$ cat config.mk
export PLATFORM = sky130hd
export DESIGN_NAME = clk_div_multi
export DESIGN_NICKNAME = d
export VERILOG_FILES = /design/src/rtl/clk_div_pkg.sv /design/src/rtl/clk_div_channel.sv /design/src/rtl/clk_div_multi.sv
export SDC_FILE = /design/constraint.sdc
export NUM_CORES = 1
export LEC_CHECK = 0
export BUFFER_PORTS_ARGS = -buffer_cell sky130_fd_sc_hd__buf_2
export CORE_ASPECT_RATIO = 0.7
export CORE_MARGIN = 2
export CORE_UTILIZATION = 45
export CTS_CLUSTER_DIAMETER = 120
export DETAILED_ROUTE_END_ITERATION = 8
export GPL_TIMING_DRIVEN = 0
export PLACE_DENSITY = 0.67
export SLEW_MARGIN = 25
export SYNTH_ARGS = -nofsm -noshare
export SYNTH_HDL_FRONTEND = slang
export SYNTH_SLANG_ARGS = --single-unit
$ cat constraint.sdc
create_clock -name clk_in -period 4.6 [get_ports clk_in]
set_input_delay 1.15 -clock clk_in [delete_from_list [all_inputs] [get_ports clk_in]]
set_output_delay 1.15 -clock clk_in [all_outputs]
set_load 0.01 [all_outputs]
$ cat src/rtl/clk_div_pkg.sv
// Shared types and helpers for the multi-channel clock divider.
package clk_div_pkg;

   localparam int unsigned DIV_W_DEF     = 24;
   localparam int unsigned DEFAULT_DIV_C = 12_000_000;

   typedef logic [DIV_W_DEF-1:0] div_t;

   // Channel-select width; a single channel still needs a 1-bit select port.
   function automatic int unsigned ch_w(input int unsigned n);
      return (n > 2) ? $clog2(n) : 1;
   endfunction

endpackage

$ cat src/rtl/clk_div_channel.sv
// One divider channel: counter, active/shadow divisor, pending flag, registered outputs.
module clk_div_channel
   import clk_div_pkg::*;
#(
   parameter int unsigned DIV_W       = DIV_W_DEF,
   parameter int unsigned DEFAULT_DIV = DEFAULT_DIV_C
) (
   input  logic             clk_in,
   input  logic             rst_n,
   input  logic             en_i,
   input  logic             sync_i,
   input  logic             wr_i,
   input  logic [DIV_W-1:0] wdiv_i,
   output logic             clk_o,
   output logic             tick_o,
   output logic             pend_o
);

   logic [DIV_W-1:0] cnt_q, cnt_d;
   logic [DIV_W-1:0] act_q, act_d;
   logic [DIV_W-1:0] shd_q, shd_d;
   logic             pend_q, pend_d;
   logic             clk_q, clk_d;
   logic             tick_q, tick_d;

   logic [DIV_W:0]   act_p1;
   logic [DIV_W-1:0] hi;
   logic             at_last;

   // One extra bit so (N+1)>>1 cannot overflow at N = 2**DIV_W-1.
   assign act_p1  = {1'b0, act_q} + (DIV_W+1)'(1);
   assign hi      = act_p1[DIV_W:1];
   assign at_last = (cnt_q == act_q - DIV_W'(1));

   always_comb begin
      // NOTE: every next-state signal gets a hold default first so no path infers a latch.
      cnt_d  = cnt_q;
      act_d  = act_q;
      shd_d  = shd_q;
      pend_d = pend_q;
      clk_d  = clk_q;
      tick_d = tick_q;

      if (sync_i || !en_i) begin
         cnt_d  = '0;
         clk_d  = 1'b0;
         tick_d = 1'b0;
         if (pend_q) begin
            act_d  = shd_q;
            pend_d = 1'b0;
         end
      end else begin
         clk_d  = (cnt_q < hi);
         tick_d = at_last;
         cnt_d  = at_last ? '0 : cnt_q + DIV_W'(1);
         if (at_last && pend_q) begin
            act_d  = shd_q;
            pend_d = 1'b0;
         end
      end

      // A write always wins over the apply above, so a colliding write stays pending.
      if (wr_i) begin
         shd_d  = (wdiv_i == '0) ? DIV_W'(1) : wdiv_i;
         pend_d = 1'b1;
      end
   end

   // NOTE: state registers use non-blocking assignments so all channels update from the same pre-edge values.
   always_ff @(posedge clk_in or negedge rst_n) begin
      if (!rst_n) begin
         cnt_q  <= '0;
         act_q  <= DIV_W'(DEFAULT_DIV);
         shd_q  <= DIV_W'(DEFAULT_DIV);
         pend_q <= 1'b0;
         clk_q  <= 1'b0;
         tick_q <= 1'b0;
      end else begin
         cnt_q  <= cnt_d;
         act_q  <= act_d;
         shd_q  <= shd_d;
         pend_q <= pend_d;
         clk_q  <= clk_d;
         tick_q <= tick_d;
      end
   end

   assign clk_o  = clk_q;
   assign tick_o = tick_q;
   assign pend_o = pend_q;

endmodule

$ cat src/rtl/clk_div_multi.sv
// Multi-channel programmable clock divider: decodes divisor writes and replicates channels.
module clk_div_multi
   import clk_div_pkg::*;
#(
   parameter  int unsigned NUM_CH      = 4,
   parameter  int unsigned DIV_W       = DIV_W_DEF,
   parameter  int unsigned DEFAULT_DIV = DEFAULT_DIV_C,
   localparam int unsigned CH_W        = ch_w(NUM_CH)
) (
   input  logic              clk_in,
   input  logic              rst_n,
   input  logic [NUM_CH-1:0] en,
   input  logic              sync,
   input  logic              cfg_wr,
   input  logic [CH_W-1:0]   cfg_ch,
   input  logic [DIV_W-1:0]  cfg_div,
   output logic [NUM_CH-1:0] cfg_pending,
   output logic [NUM_CH-1:0] clk_out,
   output logic [NUM_CH-1:0] tick
);

   // Selects at or beyond NUM_CH match no instance, so such writes are dropped.
   for (genvar i = 0; i < NUM_CH; i++) begin : gen_ch
      logic wr_sel;
      assign wr_sel = cfg_wr && (cfg_ch == CH_W'(i));

      clk_div_channel #(
         .DIV_W       (DIV_W),
         .DEFAULT_DIV (DEFAULT_DIV)
      ) u_ch (
         .clk_in (clk_in),
         .rst_n  (rst_n),
         .en_i   (en[i]),
         .sync_i (sync),
         .wr_i   (wr_sel),
         .wdiv_i (cfg_div),
         .clk_o  (clk_out[i]),
         .tick_o (tick[i]),
         .pend_o (cfg_pending[i])
      );
   end

endmodule
==> flow_summary.toml <==
[status]
status = "completed"

[die]
fp.dieW_um = 254
chipHeight_um = 179
initial_core_util = 0.460
ios = 46
rows = 63
coreArea_mm2 = 0.0427
die_area_mm2 = 0.0453

[clock_network]
post-cts-setup-buffer-count = 0
insertion_delay_ps = 590
cts.sinks = 300
numCtsBuffers = 31
h-tree-depth = 1
root_buffer = "clkbuf_16"
cts_tree = "built"
cts_buffer_depth = 3
clk_pin_slew_worst_paths_ps = 60

[finish]
finish.utilization = 0.512
most-common-layout-cells = "220 x dfrtp_1, 167 x nor2_1, 154 x xor2_1"
multi_input_area_mm2 = 0.0113
fillers = 3891
design_area_mm2 = 0.0219
final_cells = 2646
regArea_mm2 = 0.00761
nets = 2174
drive_above_1_share = 0.207
final_common_cell = "dfrtp_1"
diodes = 0
synthToLayoutAreaGrowth_pct = 11.4

[yosys]
avgSynthCellArea_um2 = 10.0
ys_seq_area_frac = 0.387
syn_nets = 2092
ys_ff_latch = 300
netlist_area_mm2 = 0.0196
ys.flop_type = "dfrtp_1"
synth_async_sr_flop_share = 1.00
synth_cell_type_count = 80
synth_edf_count = 0
yosys_warnings = 0
netlist_instances = 1954

[sta]
fmax_mhz = 235
hold_violations = 0
maxSlewHeadroom = 0.315
fin_crit_sh = 0.925
period_needed_ps = 4250
setup_violations = 0
clock-skew-final_ps = 13.3
whs_ps = 467
grt_setup_unrepaired = "false"
worst_slew_pin_slew_ps = 1020
slew_violations = 0
tns_ps = 0

[place]
globalplace.congestion = 0.907
placed_cell_area_mm2 = 0.0207
dp_cells = 2588
io_buffers = 45
hpwlAfterDp_um = 35500

[global_route]
grt_pass1_vias = 14500
grt_usage = 0.215
gr-total-overflow = 0
antenna_found_initial = 0
grt_pass1_wl_um = 78000
grt_max_degree = 98

[setup_path]
cp.arrival_ps = 4720
required_ps = 5070
critPathMaxFanout = 10
crit_type = "flop to flop"
critPathLaunchType = "flop"
end_kind = "flop"

[detailed_routing]
via_count = 14700
first_pass_iters = 5
avgViaCountPerCell = 5.57
routed_wirelength_um = 48000
wl_per_cell_um = 18.1
drt_iter0_drc = 888
drt.antenna.violating_nets = 0
drc_errors = 0

[power_and_ir_drop]
leakage_nw = 9.23
power.density_mw_per_mm2 = 457
ir_drop_uv = 243

[worst_hold_path]
worstHoldPathType = "primary input to async pin"

[job]
drv_cap = 0
area by class of cell:
class / count / share of cell area
Inverter: 42 / 0.00721
Tap cell: 585 / 0.0335
Timing Repair Buffer: 49 / 0.0149
Buffer: 129 / 0.0274
Clock buffer: 44 / 0.0434
Clock inverter: 14 / 0.0102
Sequential cell: 300 / 0.348
Multi-Input combinational cell: 1483 / 0.516
power by group:
group | internal (mW) | total, mW | switching (mW)
sequential | 3.26 | 3.68 | 0.421
clock | 1.73 | 2.84 | 1.11
combinational | 1.50 | 3.47 | 1.97
through the flow:
step	setup slack, ps	total power [mW]
floorplan	1020	6.24
finish	347	9.99
detailed placement	304	7.13
global route	29.8	10.6
global placement	-3070	6.96
CTS	262	10.0
cells by family after synthesis:
kind of cell | share of synthesized area
DFF | 0.387
buffers and inverters | 0.0386
muxes | 0.117
and+or+nand+nor | 0.184
xor gates and xnor gates | 0.130
adders and majority gates | 0.0663
AOI/OAI and AO/OA | 0.0767
final timing paths:
path	start	to	slack, ps	depth (start not counted)
max	gen_ch[2].u_ch.act_q[0]	gen_ch[2].u_ch.act_q[19]	350	13
min	rst_n	gen_ch[2].u_ch.cnt_q[9]	470	1
max reg2reg	gen_ch[2].u_ch.act_q[0]	gen_ch[2].u_ch.act_q[19]	350	13
min reg2reg	gen_ch[2].u_ch.shd_q[0]	gen_ch[2].u_ch.shd_q[0]	480	2
max in group asynchronous	rst_n	gen_ch[1].u_ch.act_q[21]	2960	3
min in group clk_in	gen_ch[2].u_ch.shd_q[0]	gen_ch[2].u_ch.shd_q[0]	480	2
synth_stat cells (20+ instances only):
cell / count / area share
mux2_2: 129 / 0.074
a21o_1: 33 / 0.013
buf_2: 20 / 0.0051
mux2_1: 20 / 0.011
dfstp_2: 80 / 0.11
nand3_1: 83 / 0.021
inv_1: 42 / 0.0080
nor2_1: 167 / 0.032
xor2_1: 154 / 0.069
ha_1: 104 / 0.066
a21oi_1: 37 / 0.0094
nor3_1: 57 / 0.015
nand4_1: 55 / 0.018
dfrtp_1: 220 / 0.28
clkbuf_1: 88 / 0.017
nand2_1: 111 / 0.021
nor4_1: 31 / 0.0099
and3_1: 50 / 0.016
mux2_4: 40 / 0.031
xnor2_1: 138 / 0.062
o21ai_0: 41 / 0.010
worst max-delay path, stage by stage, from the launching register on:
cell,delay (ps)
dfrtp_1,470
inv_1,100
ha_1,140
buf_2,200
or4b_1,450
buf_2,180
nor4_1,330
xnor2_1,160
o221ai_1,130
or4_4,520
o41ai_4,620
nand2_2,290
buf_6,240
mux2_4,300
per-layer routing:
metal	global-route usage	vias to the layer above	share of wire
li1	-	7093	-
met1	0.320	7261	0.51
met2	0.327	308	0.43
met3	0.0271	71	0.041
met4	0.0571	0	0.026
met5	0	-	0
registers in the layout, indices dropped and copies added, names as in the netlist:
signal	cells
gen_ch.u_ch.shd_q	96
gen_ch.u_ch.cnt_q	96
gen_ch.u_ch.tick_o	4
gen_ch.u_ch.clk_o	4
gen_ch.u_ch.act_q	96
gen_ch.u_ch.pend_o	4
what timing repair did:
action	in CTS	in global routing
endpoints found under the setup margin	0	2
resized for setup	0	1
hold buffers	0	0
No activity file was read; power rests on OpenSTA's default activity.
